## config.mk

```make
export PLATFORM = sky130hd
export DESIGN_NAME = core_seq_ctrl
export DESIGN_NICKNAME = d
export VERILOG_FILES = /design/src/rtl/core_seq_ctrl_pkg.sv /design/src/rtl/core_seq_ctrl_hazard_detect.sv /design/src/rtl/core_seq_ctrl.sv
export SDC_FILE = /design/constraint.sdc
export NUM_CORES = 1
export LEC_CHECK = 0
export ABC_AREA = 1
export BUFFER_PORTS_ARGS = -buffer_cell sky130_fd_sc_hd__buf_2
export CAP_MARGIN = 25
export CELL_PAD_IN_SITES_DETAIL_PLACEMENT = 0
export CELL_PAD_IN_SITES_GLOBAL_PLACEMENT = 1
export CORE_ASPECT_RATIO = 1.2
export CORE_UTILIZATION = 25
export CTS_BUF_LIST = sky130_fd_sc_hd__clkbuf_4
export CTS_CLUSTER_DIAMETER = 200
export DETAILED_ROUTE_END_ITERATION = 10
export PLACE_DENSITY = 0.84
export SYNTH_ARGS = -nofsm -noshare
export SYNTH_HDL_FRONTEND = slang
export SYNTH_SLANG_ARGS = --single-unit
```

## constraint.sdc

```tcl
create_clock -name clk -period 1.5 [get_ports clk]
set_input_delay 0.225 -clock clk [delete_from_list [all_inputs] [get_ports clk]]
set_output_delay 0.225 -clock clk [all_outputs]
set_load 0.01 [all_outputs]
```

## src/rtl/core_seq_ctrl_pkg.sv

```systemverilog
// Shared definitions for the core pipeline sequencer: state encoding and
// default widths.
package core_seq_ctrl_pkg;

    localparam int IDX_W_DEF = 3;
    localparam int CNT_W_DEF = 16;

    typedef enum logic [1:0] {
        IDLE = 2'd0,
        RUN  = 2'd1,
        STEP = 2'd2,
        HALT = 2'd3
    } seq_state_e;

endpackage

```

## src/rtl/core_seq_ctrl_hazard_detect.sv

```systemverilog
// Read-after-write comparator: flags an ID source that matches a pending
// write in EX or WB.
module hazard_detect #(
    parameter int IDX_W = 3
) (
    input  logic             valid_id,
    input  logic [IDX_W-1:0] op1_id,
    input  logic [IDX_W-1:0] op2_id,
    input  logic             use1_id,
    input  logic             use2_id,
    input  logic [IDX_W-1:0] op0_ex,
    input  logic [IDX_W-1:0] op0_wb,
    input  logic             wr_ex,
    input  logic             wr_wb,
    output logic             hazard
);

    logic hit_ex, hit_wb;

    // wr_* already folds in the stage valid bit, so bubbles never match
    assign hit_ex = wr_ex && ((use1_id && op1_id == op0_ex) || (use2_id && op2_id == op0_ex));
    assign hit_wb = wr_wb && ((use1_id && op1_id == op0_wb) || (use2_id && op2_id == op0_wb));
    assign hazard = valid_id && (hit_ex || hit_wb);

endmodule

```

## src/rtl/core_seq_ctrl.sv

```systemverilog
// Four-stage pipeline sequencer: run/step/halt FSM, stage enables/flushes,
// valid tracking and optional perf counters (CORE_SEQ_PERF_EN).
module core_seq_ctrl
    import core_seq_ctrl_pkg::*;
#(
    parameter int IDX_W = IDX_W_DEF,
    parameter int CNT_W = CNT_W_DEF
) (
    input  logic             clk,
    input  logic             rst,
    input  logic             run_req,
    input  logic             step_req,
    input  logic             halt_req,
    input  logic             halt_ex,
    input  logic             redirect_wb,
    input  logic [IDX_W-1:0] op1_id,
    input  logic [IDX_W-1:0] op2_id,
    input  logic             use1_id,
    input  logic             use2_id,
    input  logic [IDX_W-1:0] op0_ex,
    input  logic [IDX_W-1:0] op0_wb,
    input  logic             regWrite_ex,
    input  logic             regWrite_wb,
    output logic             pc_we,
    output logic             if_id_we,
    output logic             id_ex_we,
    output logic             ex_wb_we,
    output logic             if_id_flush,
    output logic             id_ex_flush,
    output logic [1:0]       state,
    output logic [CNT_W-1:0] retired,
    output logic [CNT_W-1:0] stalls
);

    seq_state_e state_q, state_n;
    logic valid_id, valid_ex, valid_wb;
    logic advance, halt_hit, hazard, stall_cyc;

    hazard_detect #(.IDX_W(IDX_W)) u_hazard (
        .valid_id (valid_id),
        .op1_id   (op1_id),
        .op2_id   (op2_id),
        .use1_id  (use1_id),
        .use2_id  (use2_id),
        .op0_ex   (op0_ex),
        .op0_wb   (op0_wb),
        .wr_ex    (regWrite_ex && valid_ex),
        .wr_wb    (regWrite_wb && valid_wb),
        .hazard   (hazard)
    );

    always_comb begin
        state_n     = state_q;
        pc_we       = 1'b0;
        if_id_we    = 1'b0;
        id_ex_we    = 1'b0;
        ex_wb_we    = 1'b0;
        if_id_flush = 1'b0;
        id_ex_flush = 1'b0;
        stall_cyc   = 1'b0;
        advance     = (state_q == RUN) || (state_q == STEP);
        halt_hit    = halt_ex && valid_ex;

        if (advance) begin
            if (halt_hit) begin
                // Drain HALT into WB while bubbling everything younger
                if_id_we    = 1'b1;
                id_ex_we    = 1'b1;
                ex_wb_we    = 1'b1;
                if_id_flush = 1'b1;
                id_ex_flush = 1'b1;
            end else if (redirect_wb) begin
                pc_we       = 1'b1;
                if_id_we    = 1'b1;
                id_ex_we    = 1'b1;
                ex_wb_we    = 1'b1;
                if_id_flush = 1'b1;
                id_ex_flush = 1'b1;
            end else if (hazard) begin
                // Hold PC and IF/ID, inject a bubble into EX
                id_ex_we    = 1'b1;
                id_ex_flush = 1'b1;
                ex_wb_we    = 1'b1;
                stall_cyc   = 1'b1;
            end else begin
                pc_we    = 1'b1;
                if_id_we = 1'b1;
                id_ex_we = 1'b1;
                ex_wb_we = 1'b1;
            end
        end

        case (state_q)
            IDLE:    if (run_req) state_n = RUN;
                     else if (step_req) state_n = STEP;
            RUN:     if (halt_hit) state_n = HALT;
                     else if (halt_req || !run_req) state_n = IDLE;
            STEP:    state_n = IDLE;
            HALT:    if (run_req) state_n = RUN;
                     else if (step_req) state_n = STEP;
            default: state_n = IDLE;
        endcase
    end

    assign state = state_q;

    always_ff @(posedge clk or posedge rst) begin
        if (rst) begin
            state_q  <= IDLE;
            valid_id <= 1'b0;
            valid_ex <= 1'b0;
            valid_wb <= 1'b0;
        end else begin
            state_q <= state_n;
            if (if_id_we) valid_id <= pc_we && !if_id_flush;
            if (id_ex_we) valid_ex <= valid_id && !id_ex_flush;
            if (ex_wb_we) valid_wb <= valid_ex;
        end
    end

`ifdef CORE_SEQ_PERF_EN
    logic [CNT_W-1:0] retired_q, stalls_q;

    always_ff @(posedge clk or posedge rst) begin
        if (rst) begin
            retired_q <= '0;
            stalls_q  <= '0;
        end else begin
            if (advance && valid_wb) retired_q <= retired_q + 1'b1;
            if (stall_cyc)           stalls_q  <= stalls_q + 1'b1;
        end
    end

    assign retired = retired_q;
    assign stalls  = stalls_q;
`else
    assign retired = '0;
    assign stalls  = '0;
`endif

endmodule

```

; ---- Word-level counts from Yosys, hierarchy flattened
; Cells that the tools add are included.
[word_totals]
reg_bits = 5
elab_cells = 55
output_inout_bits = 40
in_bits = 23
[classes]
n_eq_ne = 9
n_reduce_logical = 23
muxes = 19
[op_table]
columns = cell, n
row1 = 1-bit 2-to-1 mux, 14
row2 = 3-bit == test, 4
row3 = 1-bit logical AND, 12
row4 = 2-bit 2-to-1 mux, 4
row5 = 2-bit one-hot mux with 3 select lines, 1
row6 = 1-bit logical OR, 5
row7 = "2-bit == test, second input constant", 2
row8 = 1-bit zero test, 3
row9 = "3-bit by 1-bit != test with 1-bit output, second input constant", 1
row10 = "3-bit by 2-bit != test with 1-bit output, second input constant", 1
row11 = "2-bit by 1-bit == test with 1-bit output, second input constant", 1
row12 = 2-bit zero test, 1
row13 = 2-bit AND reduction, 1
row14 = 2-bit OR reduction, 1

; ---- Depth between registers and ports, before layout
[logic_depth]
word_depth = 12
ltp_mapped = 11
mapped_depth_nobuf = 11

; ---- Modules after synthesis
; From an unflattened synthesis, not the netlist that was laid out.
[unflattened]
hier_cells = 151
hier_area_um2 = 858.3
[modules_own_cells]
columns = module, cells_each, seq_area_each_um2, area_each_um2, instances
row1 = core_seq_ctrl, 87, 125.1, 611.8, 1
row2 = hazard_detect, 64, 0.0, 246.5, 1

; ---- Worst setup path after synthesis
; No wires, ideal clock.
[synth_path]
path_type = flip-flop to output port
start = register state_q[0] (netlist: state[0])
end = output if_id_we
n_path_buf = 1
required_ns = 1.275
path_stages_with_launch = 6
slack_ns = -0.107
arrival_time_ns = 1.382
path_cell_list = dfrtp_1 ha_1 buf_2 a21oi_1 inv_1 nand2_1
[synth_between]
elab_chain_cells = 3
word_cells_on_any_way = 4
classes_between = eq/ne: 2 / mux: 1 / reduce/logical: 1
[synth_lines]
columns = item, line_no
row1 = start: declaration, core_seq_ctrl.sv:35  ; seq_state_e state_q, state_n;
row2 = start signal: assignment, core_seq_ctrl.sv:114  ; state_q <= state_n;
row3 = 2-bit by 1-bit == test with 1-bit output or 2-bit == test (tied branches), core_seq_ctrl.sv:61  ; advance = (state_q == RUN) || (state_q == STEP);
row4 = 1-bit logical OR (*), core_seq_ctrl.sv:61
row5 = 1-bit 2-to-1 mux (*), core_seq_ctrl.sv:64  ; if (advance) begin
row6 = end: declaration, core_seq_ctrl.sv:25  ; output logic if_id_we,
; Mark *: on every way between the ends. The rest lies on a longest branch, timed or not.

; ---- Final worst setup path
[layout_path]
start = register state_q[0] (netlist: state[0])
end = output id_ex_flush
[layout_between]
elab_chain_cells = 3
word_cells_on_any_way = 4
classes_between = eq/ne: 2 / mux: 1 / reduce/logical: 1
[layout_lines]
columns = item, line_no
row1 = 2-bit by 1-bit == test with 1-bit output or 2-bit == test (tied branches), core_seq_ctrl.sv:61
row2 = 1-bit logical OR (*), core_seq_ctrl.sv:61
row3 = 1-bit 2-to-1 mux (*), core_seq_ctrl.sv:64
row4 = end: declaration, core_seq_ctrl.sv:29  ; output logic id_ex_flush,
; Marked as above.

==> results_dict.tcl <==
set metrics [dict create \
    cts_sinks 5 \
    finalSetupViolCount 3 \
    slowest_stage "dfrtp_1" \
    port_buffers 30 \
    dr.pass1.iters 4 \
    boundaryPins 63 \
    hold_path.class "in2reg" \
    synth_top_area_share 0.292 \
    power_density_mw_per_mm2 1490 \
    grt_pass1_wl_um 2770 \
    finalWirelength_um 1820 \
    die-width_um 55.2 \
    cp_common_cell "nand2_2" \
    grt_max_degree 8 \
    layout_common_cells "nand2_1, conb_1, buf_2" \
    antenna_found_initial 0 \
    syn2layout_area_growth_pct 24.3 \
    fill_cells 352 \
    antenna_left 0 \
    place_ws_ns 0.0198 \
    htreeDepth 1 \
    yosysSeqAreaShare 0.147 \
    worstSetupPathType "reg2out" \
    fmax_mhz 645 \
    netlist.top_cell.by_area "buf_4" \
    power_mw 1.57 \
    cp_num_buf_inv 1 \
    grt_pass1_vias 729 \
    crit_chain "ha_4 -> nor2_4 -> nand2_2 -> nand2_2 -> buf_6" \
    clockBufferDepth 2 \
    syn_area_um2 850 \
    status "complete, but fails checks" \
    start_kind "flop" \
    ys_seq_elements 5 \
    period_share 1.03 \
    slowest_delay_ns 0.41 \
    synth.avg_cell_area_um2 5.78 \
    root_buffer "clkbuf_4" \
    yosys-top-cells-area "buf_4, nand2_1, dfrtp_1" \
    drive_above_1_share 0.293 \
    dieArea_mm2 0.00364 \
    dp_cells 211 \
    n_antenna_cell 0 \
    end_kind "primary output" \
    drtIter0Drc 34 \
    layout_commonest_cell "nand2_1" \
    cp_max_fo 7 \
    cts_tree "done" \
    die_h_um 65.9 \
    hold_ws_ns 0.339 \
    arrival_ns 1.33 \
    ir_worst_vdd_mv 0.925 \
    clkTransAtPathRegs_ns 0.05 \
    violations "setup timing" \
    coreArea_mm2 0.00314 \
    fin_ws_ns -0.0509 \
    crit_required_ns 1.27 \
    finalHoldViolCount 0 \
    post_drt_via_cell_ratio 3.80 \
    crit_family "flip-flops" \
    vias 852 \
    yosys_warnings 0 \
    nets 214 \
    finalMaxSlewViolations 0 \
    skew_ns 0.0105 \
    instances_no_fill 224 \
    rows 22 \
    dpl.hpwl_um 1410 \
    wl_per_cell_um 8.14 \
    drc 0 \
    leakagePower_nw 0.693 \
    cts_buffers 3 \
    grt_usage 0.0968 \
    min_period_ns 1.55 \
    start_util 0.271 \
    clock_latency_ns 0.25 \
    rsz0062_at_grt "true" \
    maxCapViolCount 0 \
    place_congestion 0.844 \
    synth_cells 147 \
    grt_remaining_overflow 0 \
    synthDistinctLibCells 16 \
    fin_area_mm2 0.00106 \
    post_dp_cell_area_um2 920 \
]
-- synthesized netlist by cell type, drive strengths merged --
cell / number
a21oi: 5
a31oi: 1
buf: 34
conb: 1
dfrtp: 5
ha: 2
inv: 23
nand2: 56
nand3: 1
nor2: 16
o21ai: 1
o21bai: 1
o32ai: 1
-- flip-flops by register name, indices dropped and copies added, names as in the netlist --
signal    cells
state         2
valid_wb      1
valid_id      1
valid_ex      1
-- cell families (layout without fill, tap and decap cells) --
| family | count (synthesis) | in the layout | synth area share |
|---|---|---|---|
| and+or+nand+nor | 73 | 73 | 0.336 |
| AOI/OAI and AO/OA | 9 | 9 | 0.0839 |
| DFF | 5 | 5 | 0.147 |
| buffers and inverters | 57 | 67 | 0.399 |
| other | 1 | 32 | 0.00441 |
| adders and majority gates | 2 | 2 | 0.0295 |
-- worst min-delay path: stages --
cell	delay [ns]
buf_2	0.09
a31oi_1	0.08
o21ai_0	0.16
-- metrics by stage --
| step | util | setup TNS, ns |
|---|---|---|
| floorplan | - | 0 |
| global placement | 0.293 | 0 |
| detailed placement | 0.293 | 0 |
| CTS | 0.331 | -0.0959 |
| global route | 0.337 | -0.338 |
| finish | 0.337 | -0.126 |
-- power breakdown --
part	switching [mW]	total, mW	internal [mW]
Clock	0.0654	0.185	0.119
Sequential	0.0482	0.246	0.198
Combinational	0.609	1.14	0.531
-- per-layer routing --
| metal | track usage | routed length [µm] | up-vias |
|---|---|---|---|
| met5 | 0 | 0 | - |
| met4 | 0.0469 | 27 | 0 |
| met3 | 0.0137 | 118 | 4 |
| met2 | 0.188 | 953 | 44 |
| met1 | 0.101 | 723 | 356 |
| li1 | - | - | 448 |
-- final timing paths --
path                                to  cells past startpoint  slack, ns      from
max in group asynchronous     valid_wb                      3       0.89       rst
max                        id_ex_flush                      5      -0.05  state[0]
min in group asynchronous     state[0]                      3       0.41       rst
min                           state[0]                      3       0.34   run_req
min reg2reg                   valid_wb                      2       0.49  valid_wb
max reg2reg                   state[1]                      7          0  state[0]
-- cell type report --
class,count,area [µm²],share of cell area
Clock buffer,4,30.0,0.0284
Inverter,23,86.3,0.0818
Multi-Input combinational cell,116,536,0.507
Sequential cell,5,125,0.118
Tap cell,36,45.0,0.0427
Timing Repair Buffer,40,234,0.222
-- repair_timing --
item	in CTS	in global routing
gates resized for setup	9	1
setup buffers	6	2
setup endpoints to repair	6	6
hold buffers	1	0
hold endpoints to repair	5	0
pin swaps	3	2
Note: power is estimated with default switching activity, not from simulation.
